==> src/rtl/fcn_pkg.sv <==
// fcn_pkg
// Shared constants and types for the FCN dot-product engine.
//   N_BANKS / BANK_DEPTH : bank geometry of the L and U feature/weight memories
//   TOTAL_WORDS          : largest vector the banks can hold (N_BANKS * BANK_DEPTH)
//   LANE_W / LANES       : a 32-bit word is four signed int8 lanes
//   state_e              : engine sequencing states
//   lane_word_t          : one packed memory word, lane i in bits [8i+7:8i]
package fcn_pkg;

    localparam int N_BANKS     = 8;
    localparam int BANK_DEPTH  = 36;
    localparam int TOTAL_WORDS = N_BANKS * BANK_DEPTH;
    localparam int LANE_W      = 8;
    localparam int LANES       = 4;

    typedef enum logic [1:0] {
        IDLE,
        ISSUE,
        DRAIN,
        FIN
    } state_e;

    typedef logic signed [LANE_W-1:0] lane_t;
    typedef lane_t [LANES-1:0] lane_word_t;

endpackage

==> src/rtl/mac4_int8.sv <==
// mac4_int8
// Combinational 4-lane signed int8 dot product.
//   a_i, b_i : packed words of four signed int8 lanes
//   sum_o    : 18-bit signed sum of the four 16-bit lane products
module mac4_int8
    import fcn_pkg::*;
(
    input  lane_word_t         a_i,
    input  lane_word_t         b_i,
    output logic signed [17:0] sum_o
);

    logic signed [15:0] prod [LANES];

    // Each product fits 16 bits (worst case -128*-128 = 16384), and four of
    // them fit comfortably in 18 bits, so no intermediate can overflow.
    always_comb begin
        sum_o = '0;
        for (int i = 0; i < LANES; i++) begin
            prod[i] = 16'($signed(a_i[i])) * 16'($signed(b_i[i]));
            sum_o   = sum_o + 18'(prod[i]);
        end
    end

endmodule

==> src/rtl/fcn_dot_engine.sv <==
// fcn_dot_engine
// Streams a packed int8 feature vector (L banks) and weight vector (U banks)
// and produces their signed dot product.
//   clk, rst_ni    : clock, asynchronous active-low reset
//   start          : one-cycle start pulse, ignored unless idle
//   len_words      : words to process, sampled on start, clipped to TOTAL_WORDS
//   mem_cs         : one-hot bank select, same index for L and U
//   mem_addr       : word address within the selected bank
//   q_l, q_u       : bank read data, valid the cycle after mem_cs
//   busy           : high while words are being issued or drained
//   done           : one-cycle pulse when out0 is final
//   out0           : 32-bit result, held until the next accepted start
//   err            : sticky flag set when len_words exceeded TOTAL_WORDS
module fcn_dot_engine
    import fcn_pkg::*;
#(
    parameter int N_BANKS    = fcn_pkg::N_BANKS,
    parameter int BANK_DEPTH = fcn_pkg::BANK_DEPTH,
    parameter int ADDR_W     = 6,
    parameter int DATA_W     = 32,
    parameter int RELU       = 0
) (
    input  logic                           clk,
    input  logic                           rst_ni,
    input  logic                           start,
    input  logic [8:0]                     len_words,
    output logic [N_BANKS-1:0]             mem_cs,
    output logic [ADDR_W-1:0]              mem_addr,
    input  logic [N_BANKS-1:0][DATA_W-1:0] q_l,
    input  logic [N_BANKS-1:0][DATA_W-1:0] q_u,
    output logic                           busy,
    output logic                           done,
    output logic [DATA_W-1:0]              out0,
    output logic                           err
);

    localparam int               BANK_W  = $clog2(N_BANKS);
    localparam int               LEN_W   = 9;
    localparam logic [LEN_W-1:0] MAX_LEN = LEN_W'(TOTAL_WORDS);

    state_e                   state_q;
    logic [LEN_W-1:0]         len_q;
    logic [LEN_W-1:0]         wordCnt_q;
    logic [BANK_W-1:0]        bank_q;
    logic [ADDR_W-1:0]        addr_q;
    logic [N_BANKS-1:0]       cs_q;
    logic                     busy_q;
    logic                     done_q;
    logic                     err_q;
    logic [DATA_W-1:0]        out0_q;

    logic [BANK_W-1:0]        bankDly_q;
    logic                     bankVld_q;
    logic signed [17:0]       psum_d;
    logic signed [17:0]       psum_q;
    logic                     psumVld_q;
    logic signed [DATA_W-1:0] acc_q;
    logic signed [DATA_W-1:0] acc_d;

    logic [LEN_W-1:0]         lenClip;
    lane_word_t               lWord;
    lane_word_t               uWord;

    assign lenClip = (len_words > MAX_LEN) ? MAX_LEN : len_words;

    assign lWord = q_l[bankDly_q];
    assign uWord = q_u[bankDly_q];

    mac4_int8 u_mac (
        .a_i   (lWord),
        .b_i   (uWord),
        .sum_o (psum_d)
    );

    // The S2 accumulate is also needed combinationally so that the final
    // result can be captured on the same edge as the last accumulate.
    assign acc_d = psumVld_q ? (acc_q + DATA_W'(psum_q)) : acc_q;

    // Sequencer: issues one word per cycle using bank/address counters
    // (address wraps at BANK_DEPTH-1 and the one-hot select shifts), then
    // drains the pipeline. DRAIN leaves as soon as S1 is empty, because the
    // last S2 accumulate lands on that same edge and acc_d already holds it.
    always_ff @(posedge clk or negedge rst_ni) begin
        if (!rst_ni) begin
            state_q   <= IDLE;
            len_q     <= '0;
            wordCnt_q <= '0;
            bank_q    <= '0;
            addr_q    <= '0;
            cs_q      <= '0;
            busy_q    <= 1'b0;
            done_q    <= 1'b0;
            err_q     <= 1'b0;
            out0_q    <= '0;
        end else begin
            done_q <= 1'b0;
            case (state_q)
                IDLE: begin
                    if (start) begin
                        len_q     <= lenClip;
                        err_q     <= (len_words > MAX_LEN);
                        out0_q    <= '0;
                        wordCnt_q <= '0;
                        bank_q    <= '0;
                        addr_q    <= '0;
                        if (lenClip == '0) begin
                            state_q <= FIN;
                            done_q  <= 1'b1;
                        end else begin
                            state_q <= ISSUE;
                            cs_q    <= N_BANKS'(1);
                            busy_q  <= 1'b1;
                        end
                    end
                end
                ISSUE: begin
                    if (wordCnt_q == len_q - LEN_W'(1)) begin
                        cs_q    <= '0;
                        addr_q  <= '0;
                        state_q <= DRAIN;
                    end else begin
                        wordCnt_q <= wordCnt_q + LEN_W'(1);
                        if (addr_q == ADDR_W'(BANK_DEPTH - 1)) begin
                            addr_q <= '0;
                            bank_q <= bank_q + BANK_W'(1);
                            cs_q   <= cs_q << 1;
                        end else begin
                            addr_q <= addr_q + ADDR_W'(1);
                        end
                    end
                end
                DRAIN: begin
                    if (!bankVld_q) begin
                        state_q <= FIN;
                        busy_q  <= 1'b0;
                        done_q  <= 1'b1;
                        out0_q  <= ((RELU != 0) && acc_d[DATA_W-1]) ? '0 : acc_d;
                    end
                end
                FIN: begin
                    state_q <= IDLE;
                end
                default: begin
                    state_q <= IDLE;
                end
            endcase
        end
    end

    // Datapath: S0 delays the bank index to line up with the synchronous
    // read data, S1 registers the lane sum, S2 accumulates with wrap-around.
    always_ff @(posedge clk or negedge rst_ni) begin
        if (!rst_ni) begin
            bankDly_q <= '0;
            bankVld_q <= 1'b0;
            psum_q    <= '0;
            psumVld_q <= 1'b0;
            acc_q     <= '0;
        end else begin
            bankDly_q <= bank_q;
            bankVld_q <= (state_q == ISSUE);
            psum_q    <= psum_d;
            psumVld_q <= bankVld_q;
            if ((state_q == IDLE) && start) begin
                acc_q <= '0;
            end else begin
                acc_q <= acc_d;
            end
        end
    end

    assign mem_cs   = cs_q;
    assign mem_addr = addr_q;
    assign busy     = busy_q;
    assign done     = done_q;
    assign out0     = out0_q;
    assign err      = err_q;

endmodule

==> config.mk <==
export PLATFORM = sky130hd
export DESIGN_NAME = fcn_dot_engine
export DESIGN_NICKNAME = d
export VERILOG_FILES = /design/src/rtl/fcn_pkg.sv /design/src/rtl/mac4_int8.sv /design/src/rtl/fcn_dot_engine.sv
export SDC_FILE = /design/constraint.sdc
export NUM_CORES = 1
export LEC_CHECK = 0
export ABC_AREA = 1
export CELL_PAD_IN_SITES_DETAIL_PLACEMENT = 1
export CELL_PAD_IN_SITES_GLOBAL_PLACEMENT = 2
export CORE_ASPECT_RATIO = 1.75
export CORE_MARGIN = 2
export CORE_UTILIZATION = 28
export CTS_CLUSTER_DIAMETER = 150
export DETAILED_ROUTE_END_ITERATION = 8
export MAX_ROUTING_LAYER = met4
export PLACE_DENSITY_LB_ADDON = 0.1
export SLEW_MARGIN = 20
export SYNTH_ARGS = -nofsm -noshare
export SYNTH_HDL_FRONTEND = slang
export SYNTH_HIERARCHICAL = 1
export SYNTH_SLANG_ARGS = --single-unit
==> constraint.sdc <==
create_clock -name clk -period 9.9 [get_ports clk]
set_clock_uncertainty 0.1 [all_clocks]
set_input_delay 1.98 -clock clk [delete_from_list [all_inputs] [get_ports clk]]
set_output_delay 1.98 -clock clk [all_outputs]
set_load 0.005 [all_outputs]
==> reports/summary.md <==
- 0.996 ns — Slew @ Worst Pin
- 0.05 ns — CTS clock-pin slew for the worst setup and hold paths
- false — RSZ-0062 raised after global routing
- 24099 — Via Count
- 140 — number of placement rows
- 31300 sq um — design area
- 9.24 ns — min cycle time layout
- 10.18 ns — data required time of the worst path
- 10376 — layout filler cell count
- 9.52 ns — Data arrival, critical path
- 572 — count of buffers inserted at the top-level ports
- 24.0% — fraction of the mapped netlist area in simple logic gates
- 0 — GRT Residual Overflow
- 0 — post-CTS setup buffer count
- 0 — Max Transition Viols Final
- 4 — depth of the CTS H-tree
- 0.979 — routability congestion estimate from global placement
- yes — clock tree from TritonCTS
- 33.5% — headroom to the max-slew limit
- 4376 — Synth Net Count
- 93.3% — portion of the clock cycle consumed by the worst path in the final layout
- 16900 sq um — area used by multi-input combinational logic
- 0 — number of maximum-capacitance violations
- 6.86 sq um — Syn Area/Cell
- 3190 sq um — area taken by flip-flops and latches
- sky130_fd_sc_hd__fa_1 — cell accounting for the most synthesized area
- 27.4% — fraction of synthesized cell area taken by the top area cell type
- sky130_fd_sc_hd__dfrtp_1 — most frequently used flop master after synthesis
- 3 — CTS Buffer Depth
- 1.50% — share of the synthesized netlist area taken by xor and xnor gates
- input pin to flop — CP Class
- 5017 — final cell count without fillers
- 4.80 — ratio of routed vias to standard cells
- finished, final reports clean — outcome
- 13.6% — share of the yosys chip area belonging to registers
- 0 — count of hold-fix buffers inserted at cts
- 30600 sq um — Area after DPL
- 82900 sq um — total core area
- 107000 um — estimated wirelength of the detail-placed design
- input pin — Worst setup SP type
- sky130_fd_sc_hd__clkbuf_16 — Clock Tree Root
- 0 — number of gates resized after CTS
- 29.7% — overall fraction of global-route tracks in use
- 5.16% — share of post-route cells with drive strength above 1
- 127 — synthesis-stage register bit count
- adder cells — combinational family with the most area after synthesis
- 0.108 GHz — max frequency
- 4 — first drt pass iteration count
- 42 — number of distinct library cells after synthesis
- 139 — pin count of the biggest net entering global routing
- 0 — Remaining DRCs
- 8 — Max FO, Critical Path
- 0 — count of antenna-violating nets left after detailed routing
- 25 — CTS buffer count
- sky130_fd_sc_hd__fa_1 (27%), sky130_fd_sc_hd__dfrtp_1 (14%), sky130_fd_sc_hd__inv_1 (11%), sky130_fd_sc_hd__nand2_1 (11%), sky130_fd_sc_hd__nor2_1 (9.4%) — top post-synthesis cells by area
- 34.7% — area share of fa/ha/maj cells after synthesis
- flop — element type at the critical path end
- 0.664 ns — crit path setup slack, layout
- 4908 — final net count
- 28.1% — Initial Util
- 179000 um — wire length of the first global-routing pass
- 24.3 um — Routed wire per std cell
- 0 ns — Total Neg Setup Slack
- 27318 — via count of the first global-routing pass
- 19 — number of antenna violations at the first check in global routing
- 0 — count of flip-flops with a built-in enable after synthesis
- 222 um — die outline width
- 0 — final-report hold violation count
- 85600 sq um — area of the die
- 34.4% — Area Overhead vs Synth
- 127 — TritonCTS sink count
- 4968 — cell count after placement
- flop to flop — kind of path behind the tightest hold check
- 6 — YS warnings
- 100% — fraction of registers with async set or reset after synthesis
- 0.132 ns — Setup Slack @ Placement
- 3398 — number of instances in the synthesized netlist
- 122000 um — final wirelength
- 386 um — floorplan die height
- 23300 sq um — post-synth design cell area
- 888 — number of design-rule violations left by the first detailed-router iteration
- 573 — Ports
- 0.0859% — multiplexer share of the synthesized area
- 0.50 ns — clk_lat worst skew
- 12.1% — complex-gate fraction of the synthesized area
- 0 — final-report setup violation count
[final timing paths]
kind	start	endpoint	slack (ns)	cells past startpoint
min in group asynchronous	rst_ni	mem_addr[5]	1.43	1
max reg2reg	bankDly_q[0]	psum_q[17]	1.20	29
min reg2reg	bank_q[1]	bankDly_q[1]	0.32	0
min	bank_q[1]	bankDly_q[1]	0.32	0
max in group asynchronous	rst_ni	acc_q[6]	7.03	2
max	q_u[199]	psum_q[17]	0.66	28
[synthesized netlist by cell type (9+ instances only)]
cell type / number
sky130_fd_sc_hd__clkbuf_1: 141
sky130_fd_sc_hd__nand3_1: 93
sky130_fd_sc_hd__o22ai_1: 71
sky130_fd_sc_hd__inv_1: 665
sky130_fd_sc_hd__nor3_1: 11
sky130_fd_sc_hd__nor2_2: 9
sky130_fd_sc_hd__nand4_1: 13
sky130_fd_sc_hd__a21oi_1: 38
sky130_fd_sc_hd__buf_2: 22
sky130_fd_sc_hd__ha_1: 135
sky130_fd_sc_hd__nand2_1: 663
sky130_fd_sc_hd__xor2_1: 21
sky130_fd_sc_hd__dfrtp_1: 127
sky130_fd_sc_hd__nor2_1: 581
sky130_fd_sc_hd__o21ai_0: 303
sky130_fd_sc_hd__a31oi_1: 67
sky130_fd_sc_hd__or2_2: 26
sky130_fd_sc_hd__xnor2_1: 19
sky130_fd_sc_hd__buf_1: 11
sky130_fd_sc_hd__fa_1: 319
[registers in the layout, indices dropped and copies added (netlist names), 3 cells and up]
register   count
acc_q         32
bankDly_q      3
bank_q         3
len_q          9
mem_addr       6
mem_cs         8
out0          32
psum_q        18
wordCnt_q      9
[cell families (layout without fill, tap and decap cells)]
group	after synthesis	after routing
compound gates	513	513
xor+xnor	40	40
fa+ha+maj	454	454
buf+inv	851	1386
flops	127	127
mux	2	2
other cells	0	19
simple gates	1411	1411
[critical path, stage by stage]
cell and delay [ns]:
sky130_fd_sc_hd__clkdlybuf4s50_1 0.64, sky130_fd_sc_hd__o21ai_0 0.13, sky130_fd_sc_hd__o22ai_1 0.46, sky130_fd_sc_hd__nor2_1 0.13
sky130_fd_sc_hd__a31oi_1 0.35, sky130_fd_sc_hd__inv_1 0.24, sky130_fd_sc_hd__or2_2 0.34, sky130_fd_sc_hd__fa_1 0.54
sky130_fd_sc_hd__inv_1 0.05, sky130_fd_sc_hd__fa_1 0.42, sky130_fd_sc_hd__fa_1 0.54, sky130_fd_sc_hd__inv_1 0.05
sky130_fd_sc_hd__fa_1 0.50, sky130_fd_sc_hd__inv_1 0.05, sky130_fd_sc_hd__fa_1 0.48, sky130_fd_sc_hd__fa_1 0.50
sky130_fd_sc_hd__fa_1 0.50, sky130_fd_sc_hd__inv_1 0.05, sky130_fd_sc_hd__fa_1 0.47, sky130_fd_sc_hd__inv_1 0.04
sky130_fd_sc_hd__ha_1 0.34, sky130_fd_sc_hd__a21o_1 0.22, sky130_fd_sc_hd__nand3_1 0.06, sky130_fd_sc_hd__nand2_1 0.06
sky130_fd_sc_hd__a21oi_1 0.12, sky130_fd_sc_hd__nand2_1 0.09, sky130_fd_sc_hd__nand3_1 0.09, sky130_fd_sc_hd__nand2_1 0.06
[cell type report]
class,count,share of cell area (%)
flip-flops and latches,127,10.2
multi-input cells,2420,53.9
clock inverters,1,0.0240
well taps,1065,4.26
diodes,19,0.152
repair buffers,684,21.3
clock buffers,29,2.11
inverters,672,8.10
[metrics by stage]
stage | utilization (%) | hold WS [ns]
floorplan | - | 0.269
global placement | 36.9 | 0.305
detailed placement | 36.9 | 0.306
CTS | 37.7 | 0.318
global route | 37.8 | 0.323
finish | 37.8 | 0.316
[metal layers]
layer  routed length [um]  up-vias  track usage (%)  share of wire (%)
li1                     -    11394                -                  -
met2                69400      601             59.2                 57
met4                 5690        0             12.7                4.7
met3                 4310      170             3.96                3.5
met5                    0        -                -                  0
met1                42500    11934             28.1                 35
[placed cells by master, fill, tap and decap left out, types with 67 or more instances in the layout]
cell type,instances
sky130_fd_sc_hd__buf_4,104
sky130_fd_sc_hd__o22ai_1,71
sky130_fd_sc_hd__nand2_1,663
sky130_fd_sc_hd__inv_1,663
sky130_fd_sc_hd__a31oi_1,67
sky130_fd_sc_hd__fa_1,319
sky130_fd_sc_hd__nor2_1,580
sky130_fd_sc_hd__dfrtp_1,124
sky130_fd_sc_hd__nand3_1,93
sky130_fd_sc_hd__ha_1,135
sky130_fd_sc_hd__clkdlybuf4s50_1,571
sky130_fd_sc_hd__o21ai_0,303
Power is left out: the tool's default activity adds up to more than one toggle a clock period on the data nets, which glitch-free logic cannot reach.
